<file path="src/rtl/display_blink_ctrl_pkg.sv">
// Shared constants, mode/field encodings and the field-enable helper
// for the alarm-clock display blink controller.
package display_blink_ctrl_pkg;

    localparam int HALF_PERIOD_DEF = 500;
    localparam int CNT_W_DEF       = 16;

    typedef enum logic [1:0] {
        MODE_RUN     = 2'b00,
        MODE_SET_CLK = 2'b01,
        MODE_SET_ALM = 2'b10,
        MODE_ALM_EN  = 2'b11
    } mode_e;

    typedef enum logic [1:0] {
        FLD_MIN  = 2'b00,
        FLD_HR   = 2'b01,
        FLD_DAY  = 2'b10,
        FLD_NONE = 2'b11
    } field_e;

    // The field being edited follows BLINK; every other group stays lit.
    function automatic logic [2:0] field_en(input logic [1:0] fld, input logic blink);
        logic [2:0] en;
        en = 3'b111;
        case (field_e'(fld))
            FLD_MIN:  en[0] = blink;
            FLD_HR:   en[1] = blink;
            FLD_DAY:  en[2] = blink;
            default:  en    = 3'b111;
        endcase
        return en;
    endfunction

endpackage

</file>
<file path="src/rtl/display_blink_ctrl_if.sv">
// Display-control bundle: mode/field/day inputs and enable/blink outputs.
interface display_blink_ctrl_if #(
    parameter int CNT_W = 16
);
    logic [1:0]       S;
    logic [1:0]       CW;
    logic [1:0]       CW1;
    logic [2:0]       day_sel;
    logic             dec_en;
    logic [CNT_W-1:0] count;
    logic             tick;
    logic             BLINK;
    logic [2:0]       E;
    logic             B1;
    logic [6:0]       days;

    modport master (
        output S, CW, CW1, day_sel, dec_en,
        input  count, tick, BLINK, E, B1, days
    );

    modport slave (
        input  S, CW, CW1, day_sel, dec_en,
        output count, tick, BLINK, E, B1, days
    );
endinterface

</file>
<file path="src/rtl/display_blink_ctrl_blink_timebase.sv">
// Free-running 0..HALF_PERIOD counter with terminal tick and a BLINK
// square wave that toggles on every tick.
module blink_timebase #(
    parameter int HALF_PERIOD = 500,
    parameter int CNT_W       = 16
) (
    input  logic             i_Clk,
    input  logic             i_Clr,
    output logic [CNT_W-1:0] o_count,
    output logic             o_tick,
    output logic             o_blink
);
    localparam logic [CNT_W-1:0] TERM = CNT_W'(HALF_PERIOD);

    logic [CNT_W-1:0] r_count;
    logic             r_blink;
    logic             w_tick;

    assign w_tick = (r_count == TERM);

    // Counter and BLINK state; Clr wins over a coincident tick.
    always_ff @(posedge i_Clk) begin
        if (i_Clr) begin
            r_count <= {CNT_W{1'b0}};
            r_blink <= 1'b1;
        end else if (w_tick) begin
            r_count <= {CNT_W{1'b0}};
            r_blink <= ~r_blink;
        end else begin
            r_count <= r_count + CNT_W'(1);
            r_blink <= r_blink;
        end
    end

    assign o_count = r_count;
    assign o_tick  = w_tick;
    assign o_blink = r_blink;
endmodule

</file>
<file path="src/rtl/display_blink_ctrl.sv">
// Alarm-clock display blink controller: timebase, per-group digit enables,
// status-text select and one-hot day LED decoder.
module display_blink_ctrl
    import display_blink_ctrl_pkg::*;
#(
    parameter int HALF_PERIOD = HALF_PERIOD_DEF,
    parameter int CNT_W       = CNT_W_DEF
) (
    input logic                 Clk,
    input logic                 Clr,
    display_blink_ctrl_if.slave bus
);
    logic [CNT_W-1:0] w_count;
    logic             w_tick;
    logic             w_blink;
    logic [2:0]       w_en;
    logic             w_b1;
    logic [7:0]       w_onehot;
    logic [6:0]       w_days;

    blink_timebase #(
        .HALF_PERIOD (HALF_PERIOD),
        .CNT_W       (CNT_W)
    ) u_timebase (
        .i_Clk   (Clk),
        .i_Clr   (Clr),
        .o_count (w_count),
        .o_tick  (w_tick),
        .o_blink (w_blink)
    );

    // Digit-group enables and alarm on/off text select from the edit mode.
    always_comb begin
        w_en = 3'b111;
        w_b1 = 1'b0;
        case (mode_e'(bus.S))
            MODE_RUN:     w_en = 3'b111;
            MODE_SET_CLK: w_en = field_en(bus.CW, w_blink);
            MODE_SET_ALM: w_en = field_en(bus.CW1, w_blink);
            MODE_ALM_EN: begin
                w_en = {1'b0, w_blink, 1'b0};
                w_b1 = 1'b1;
            end
            default: begin
                w_en = 3'b111;
                w_b1 = 1'b0;
            end
        endcase
    end

    assign w_onehot = 8'd1 << bus.day_sel;

    // Day LEDs: day_sel 7 has no LED, so it blanks like dec_en low.
    always_comb begin
        w_days = 7'b0000000;
        if (bus.dec_en && (bus.day_sel != 3'd7)) begin
            w_days = w_onehot[6:0];
        end else begin
            w_days = 7'b0000000;
        end
    end

    assign bus.count = w_count;
    assign bus.tick  = w_tick;
    assign bus.BLINK = w_blink;
    assign bus.E     = w_en;
    assign bus.B1    = w_b1;
    assign bus.days  = w_days;
endmodule

</file>
<file path="src/flat_wrapper.sv">
// flat-port wrapper written by rule: the top's interface ports become plain ports
module display_blink_ctrl_flat import display_blink_ctrl_pkg::*;
#(
    parameter int HALF_PERIOD = HALF_PERIOD_DEF,
    parameter int CNT_W       = CNT_W_DEF
)
  (Clk, Clr, bus_S, bus_CW, bus_CW1, bus_day_sel, bus_dec_en, bus_count, bus_tick, bus_BLINK, bus_E, bus_B1, bus_days);
  display_blink_ctrl_if #(.CNT_W(CNT_W)) bus_i ();
  input logic Clk;
  input logic Clr;
  input wire logic [$bits(bus_i.S)-1:0] bus_S;
  input wire logic [$bits(bus_i.CW)-1:0] bus_CW;
  input wire logic [$bits(bus_i.CW1)-1:0] bus_CW1;
  input wire logic [$bits(bus_i.day_sel)-1:0] bus_day_sel;
  input wire logic [$bits(bus_i.dec_en)-1:0] bus_dec_en;
  output wire logic [$bits(bus_i.count)-1:0] bus_count;
  output wire logic [$bits(bus_i.tick)-1:0] bus_tick;
  output wire logic [$bits(bus_i.BLINK)-1:0] bus_BLINK;
  output wire logic [$bits(bus_i.E)-1:0] bus_E;
  output wire logic [$bits(bus_i.B1)-1:0] bus_B1;
  output wire logic [$bits(bus_i.days)-1:0] bus_days;
  assign bus_i.S = bus_S;
  assign bus_i.CW = bus_CW;
  assign bus_i.CW1 = bus_CW1;
  assign bus_i.day_sel = bus_day_sel;
  assign bus_i.dec_en = bus_dec_en;
  assign bus_count = bus_i.count;
  assign bus_tick = bus_i.tick;
  assign bus_BLINK = bus_i.BLINK;
  assign bus_E = bus_i.E;
  assign bus_B1 = bus_i.B1;
  assign bus_days = bus_i.days;
  display_blink_ctrl #(.HALF_PERIOD(HALF_PERIOD), .CNT_W(CNT_W)) u_core (.Clk(Clk), .Clr(Clr), .bus(bus_i));
endmodule
</file>
<file path="config.mk">
export PLATFORM = sky130hd
export DESIGN_NAME = display_blink_ctrl_flat
export DESIGN_NICKNAME = d
export VERILOG_FILES = /design/src/rtl/display_blink_ctrl_pkg.sv /design/src/rtl/display_blink_ctrl_if.sv /design/src/rtl/display_blink_ctrl_blink_timebase.sv /design/src/rtl/display_blink_ctrl.sv /design/src/flat_wrapper.sv
export SDC_FILE = /design/constraint.sdc
export NUM_CORES = 1
export LEC_CHECK = 0
export ABC_AREA = 0
export CAP_MARGIN = 20
export CORE_MARGIN = 2
export CORE_UTILIZATION = 37
export CTS_CLUSTER_SIZE = 40
export DETAILED_ROUTE_END_ITERATION = 7
export PLACE_DENSITY = 0.72
export SLEW_MARGIN = 10
export SYNTH_ARGS = -nofsm -noshare
export SYNTH_HDL_FRONTEND = slang
export SYNTH_SLANG_ARGS = --single-unit
</file>
<file path="constraint.sdc">
create_clock -name Clk -period 1.2 [get_ports Clk]
set_input_delay 0.24 -clock Clk [delete_from_list [all_inputs] [get_ports Clk]]
set_output_delay 0.24 -clock Clk [all_outputs]
set_load 0.05 [all_outputs]
</file>
==> impl_metrics.ini, run 1 <==
[placed_design]
numPortBuffers = 40
dp_hpwl_microns = 2403
place_congestion = 0.8304

[floorplan]
chipWidth_microns = 54.23
chipHeight_microns = 54.23
rows = 18
start_util_pct = 38.37
io_pins = 41

[synthesis]
synth_mux_area_share_pct = 0
synth_nets = 124
netlist_instances = 110
ys_types = 25
yosys.area_share.simple_pct = 39.41
ys_ff_latch = 17
synth-adder-area-share_pct = 2.681
syn_area_sq_um = 933.4
synthTopCellsByArea = dfxtp_1 36%, nor2_1 7.6%, xor2_1 7.5%
synth_top_family_by_area = simple AND/OR/NAND/NOR gates
netlist.area_leader.share_pct = 36.46
synth_xor_area_share_pct = 14.08
synth_compound_area_share_pct = 2.547
yosysSeqAreaShare_pct = 36.46
yosys.area.top_type = dfxtp_1
yosys_warnings = 0
syn_avg_cell_area_sq_um = 8.485

[cts]
cts_buffers = 3
h-tree-depth = 1
cts_root_buffer = clkbuf_4
cts.sinks = 17
clk_path_buf_depth = 2
hold_buffers = 0

[global_routing]
grt_max_degree = 10
grt_antenna_before_repair = 1

[status]
status = did not finish
failing_step = 5_1_grt
error_line = [ERROR DPL-0033] detailed placement checks failed during check placement.

[timing]
worstEndpointType = output port
postGrtWorstEndpoint = bus_tick
## metrics by stage
| stage | setup WS (ns) | utilization [%] | hold slack, ns | std cells | instance area (sq um) |
|---|---|---|---|---|---|
| 3_5_place_dp | -0.5331 | 81.74 | 0.5660 | 211 | 1988 |
| 2_1_floorplan | -0.2129 | - | 0.3407 | 110 | 1072 |
| 4_1_cts | -0.4444 | 90.17 | 0.5332 | 221 | 2193 |
| 3_3_place_gp | -0.4395 | 81.74 | 0.5503 | 211 | 1988 |
## logic make-up after synthesis
logic type	Yosys count
simple gates	64
flops	17
compound gates	4
buf+inv	8
fa+ha+maj	2
xor+xnor	15
## synthesized netlist by cell type
| cell type | instances |
|---|---|
| a21oi_1 | 1 |
| nor3_1 | 6 |
| and3_1 | 1 |
| xor2_1 | 8 |
| nand4_1 | 4 |
| nor2_2 | 3 |
| nand2_1 | 6 |
| nor2_1 | 19 |
| xnor2_1 | 7 |
| and2_1 | 1 |
| ha_1 | 2 |
| nand2b_1 | 5 |
| and4_1 | 3 |
| nand4_2 | 2 |
| dfxtp_1 | 17 |
| or3_1 | 1 |
| inv_1 | 6 |
| nand3_1 | 5 |
| nor3b_1 | 1 |
| nor4_1 | 3 |
| buf_6 | 2 |
| nor4b_2 | 2 |
| o22ai_1 | 2 |
| a31oi_1 | 1 |
| nor4b_1 | 2 |
## repair_timing
action                                 4_1_cts
gates cloned                                 1
resized for setup                           56
endpoints found under the hold margin        0
setup buffers                                6
pin swaps                                   10
setup endpoints to repair                   35
==> run 2: changes to the inputs <==
Settings changed: CORE_UTILIZATION 37 to 25, CTS_CLUSTER_SIZE 40 to default, PLACE_DENSITY 0.72 to default, PLACE_DENSITY_LB_ADDON from default to 0.15.
Clock period 1.2 ns to 1.56 ns, I/O delays scaled along.
==> run 2 against run 1 <==
Effect of this change:
- the flow now finishes, with violations (negative setup slack)
- synthesized cell count unchanged
- synthesized area unchanged
==> impl_metrics.ini, run 2 <==
[synthesis]
yosys.area.top_type = dfxtp_1
synth_nets = 124
syn_area_sq_um = 933.4
synthArstFlopShare_pct = 0
synthTopCellsByArea = dfxtp_1 36%, nor2_1 7.6%, xor2_1 7.5%
syn_avg_cell_area_sq_um = 8.485
ys_types = 25
synth_most_common_cell = nor2_1
netlist_instances = 110
yosys_warnings = 0
synthTopCellsByCount = 19 x nor2_1, 17 x dfxtp_1, 8 x xor2_1, 7 x xnor2_1
synth_top_flop_cell = dfxtp_1
yosysSeqAreaShare_pct = 36.46
ys_ff_latch = 17
synth_edf_count = 0
netlist.area_leader.share_pct = 36.46

[placed_design]
numPortBuffers = 40
place_congestion = 0.7612
dp_hpwl_microns = 2095
numPlacedInstances = 216

[detailed_routing]
drtIter0Drc = 15
vias = 1011
drtPass1Iterations = 4
drt-total-wl_microns = 2879
wl_per_cell_microns = 12.97
drc_errors = 0
postRouteAntennaNets = 0
vias_per_cell = 4.554

[finish]
final_cell_mix = 27 x buf_12, 20 x buf_4, 14 x nor2_1
nNetsFinal = 189
largest_reg_flops = 16
syn2layout_area_growth_pct = 117.2
diodes = 0
fillers = 327
drive_above_1_share_pct = 58.62
instances_no_fill = 222
final_core_util_pct = 55.79
final_common_cell = buf_12

[timing]
post-route-period-util_pct = 108.3
rsz0062_at_grt = yes
clock_skew_ns = 0.005905
min_period_ns = 1.690
slew_viol_final = 0
setup_ws_ns = -0.1298
hold_viol_final = 0
worst_pin_slew_ns = 0.3257
setup_violations = 1
relSlewSlack_pct = 78.09
fmax_ghz = 0.5918

[cts]
cts_buffers = 3
h-tree-depth = 1
clkTransAtPathRegs_ns = 0.07
cts_root_buffer = clkbuf_8
cts.sinks = 17
cts_tree = yes
clk_path_buf_depth = 2
clock_latency_ns = 0.26

[floorplan]
die_area_sq_um = 4239
chipWidth_microns = 65.11
rows = 22
io_pins = 41
start_util_pct = 25.69
chipHeight_microns = 65.11
core_area_sq_um = 3633

[critical_path]
path_max_fanout = 3
critPathArrivalTime_ns = 1.38
cp.required_ns = 1.25
critPathKind = flip-flop to output pin
endpoint_kind = output pin
crit_path_start_kind = flip-flop

[pwr]
pwr-share-seq_pct = 42.6
powerDensity_nw_per_um2 = 512.7
ir_drop_mv = 0.3784
swShare_pct = 28.83
cellInternalPower_uw = 739.6
p_leak_nw = 0.8028
switchingPower_uw = 299.7
clkPwrFrac_pct = 32.5
pwr-share-comb_pct = 24.9

[global_routing]
grt-ovfl-total = 0
grt_antenna_before_repair = 0
track_usage_pct = 14.79
grt_pass1_wl_microns = 4719
grt_pass1_vias = 1005
grt_max_degree = 17

[worst_hold_path]
min_path_type = flip-flop to flip-flop

[flow_run]
max-cap-violations = 0

[status]
violations = negative setup slack
status = complete, but fails checks
==> run 2: cell counts after synthesis <==
Identical to the previous run, type by type.
==> run 2: through the flow <==
step	setup TNS (ns)	power (mW)	hold WS (ns)	setup WS [ns]	area (sq um)
2_1_floorplan	0	0.5596	0.4134	0.01650	980.9
3_3_place_gp	-1.130	0.6812	0.5419	-0.2102	1834
3_5_place_dp	-1.504	0.6840	0.5488	-0.3400	1834
4_1_cts	-0.1545	1.042	0.5613	-0.1545	1994
5_1_grt	-0.2680	1.097	0.5989	-0.2317	2027
6_report	-0.1298	1.039	0.5656	-0.1298	2027
==> run 2: worst paths after layout <==
| path | endpoint | cells past startpoint | slack, ns | startpoint |
|---|---|---|---|---|
| max | bus_tick | 4 | -0.13 | u_core.u_timebase.o_count[11] |
| min | u_core.u_timebase.o_count[0] | 2 | 0.57 | u_core.u_timebase.o_count[0] |
| min reg2reg | u_core.u_timebase.o_count[0] | 2 | 0.57 | u_core.u_timebase.o_count[0] |
| max reg2reg | u_core.u_timebase.o_count[14] | 6 | 0.13 | u_core.u_timebase.o_count[0] |
==> run 2: cell families after synthesis <==
kind of cell	Yosys count	share of synthesized area, %
AOI/OAI and AO/OA	4	2.547
xor gates and xnor gates	15	14.08
adders and majority gates	2	2.681
buffers and inverters	8	4.825
DFF	17	36.46
and+or+nand+nor	64	39.41
==> run 2: worst max-delay path: stages, from the launching register on <==
cell and delay (ns):
dfxtp_2 0.33, nor4b_2 0.37, nand4_4 0.17, clkinvlp_4 0.12, buf_12 0.13
==> run 2: what timing repair did <==
item | CTS | global route
buffers inserted | 0 | 2
pin swaps | 4 | 3
resized for setup | 38 | 16
hold buffers | 0 | 0
setup endpoints to repair | 12 | 6
==> run 2: cell type report <==
cell class                 count  area [sq um]  area share (%)
multi-input combinational     85         709.4           35.00
tap                           48         60.06           2.963
sequential                    17         364.1           17.96
inverter                       6         26.28           1.296
clock buffer                   4         45.04           2.222
timing repair buffer          62         822.0           40.56
==> run 2: routing by layer <==
layer	part of all wire [%]	global-route usage, %	vias to the layer above
met4	2.1	7.031	0
met5	0	0	-
met3	5.3	2.911	5
met2	53	25.00	31
li1	-	-	512
met1	39	18.05	463
==> run 2: power by group through the flow <==
stage / combinational, mW / sequential [mW] / clock [mW]
after floorplan: 0.0776 / 0.482 / 0
after global placement: 0.228 / 0.453 / 0
after detailed placement: 0.230 / 0.454 / 0
after CTS: 0.249 / 0.442 / 0.352
after global routing: 0.275 / 0.444 / 0.379
final: 0.259 / 0.443 / 0.338
Note: power is estimated with default switching activity, not from simulation.
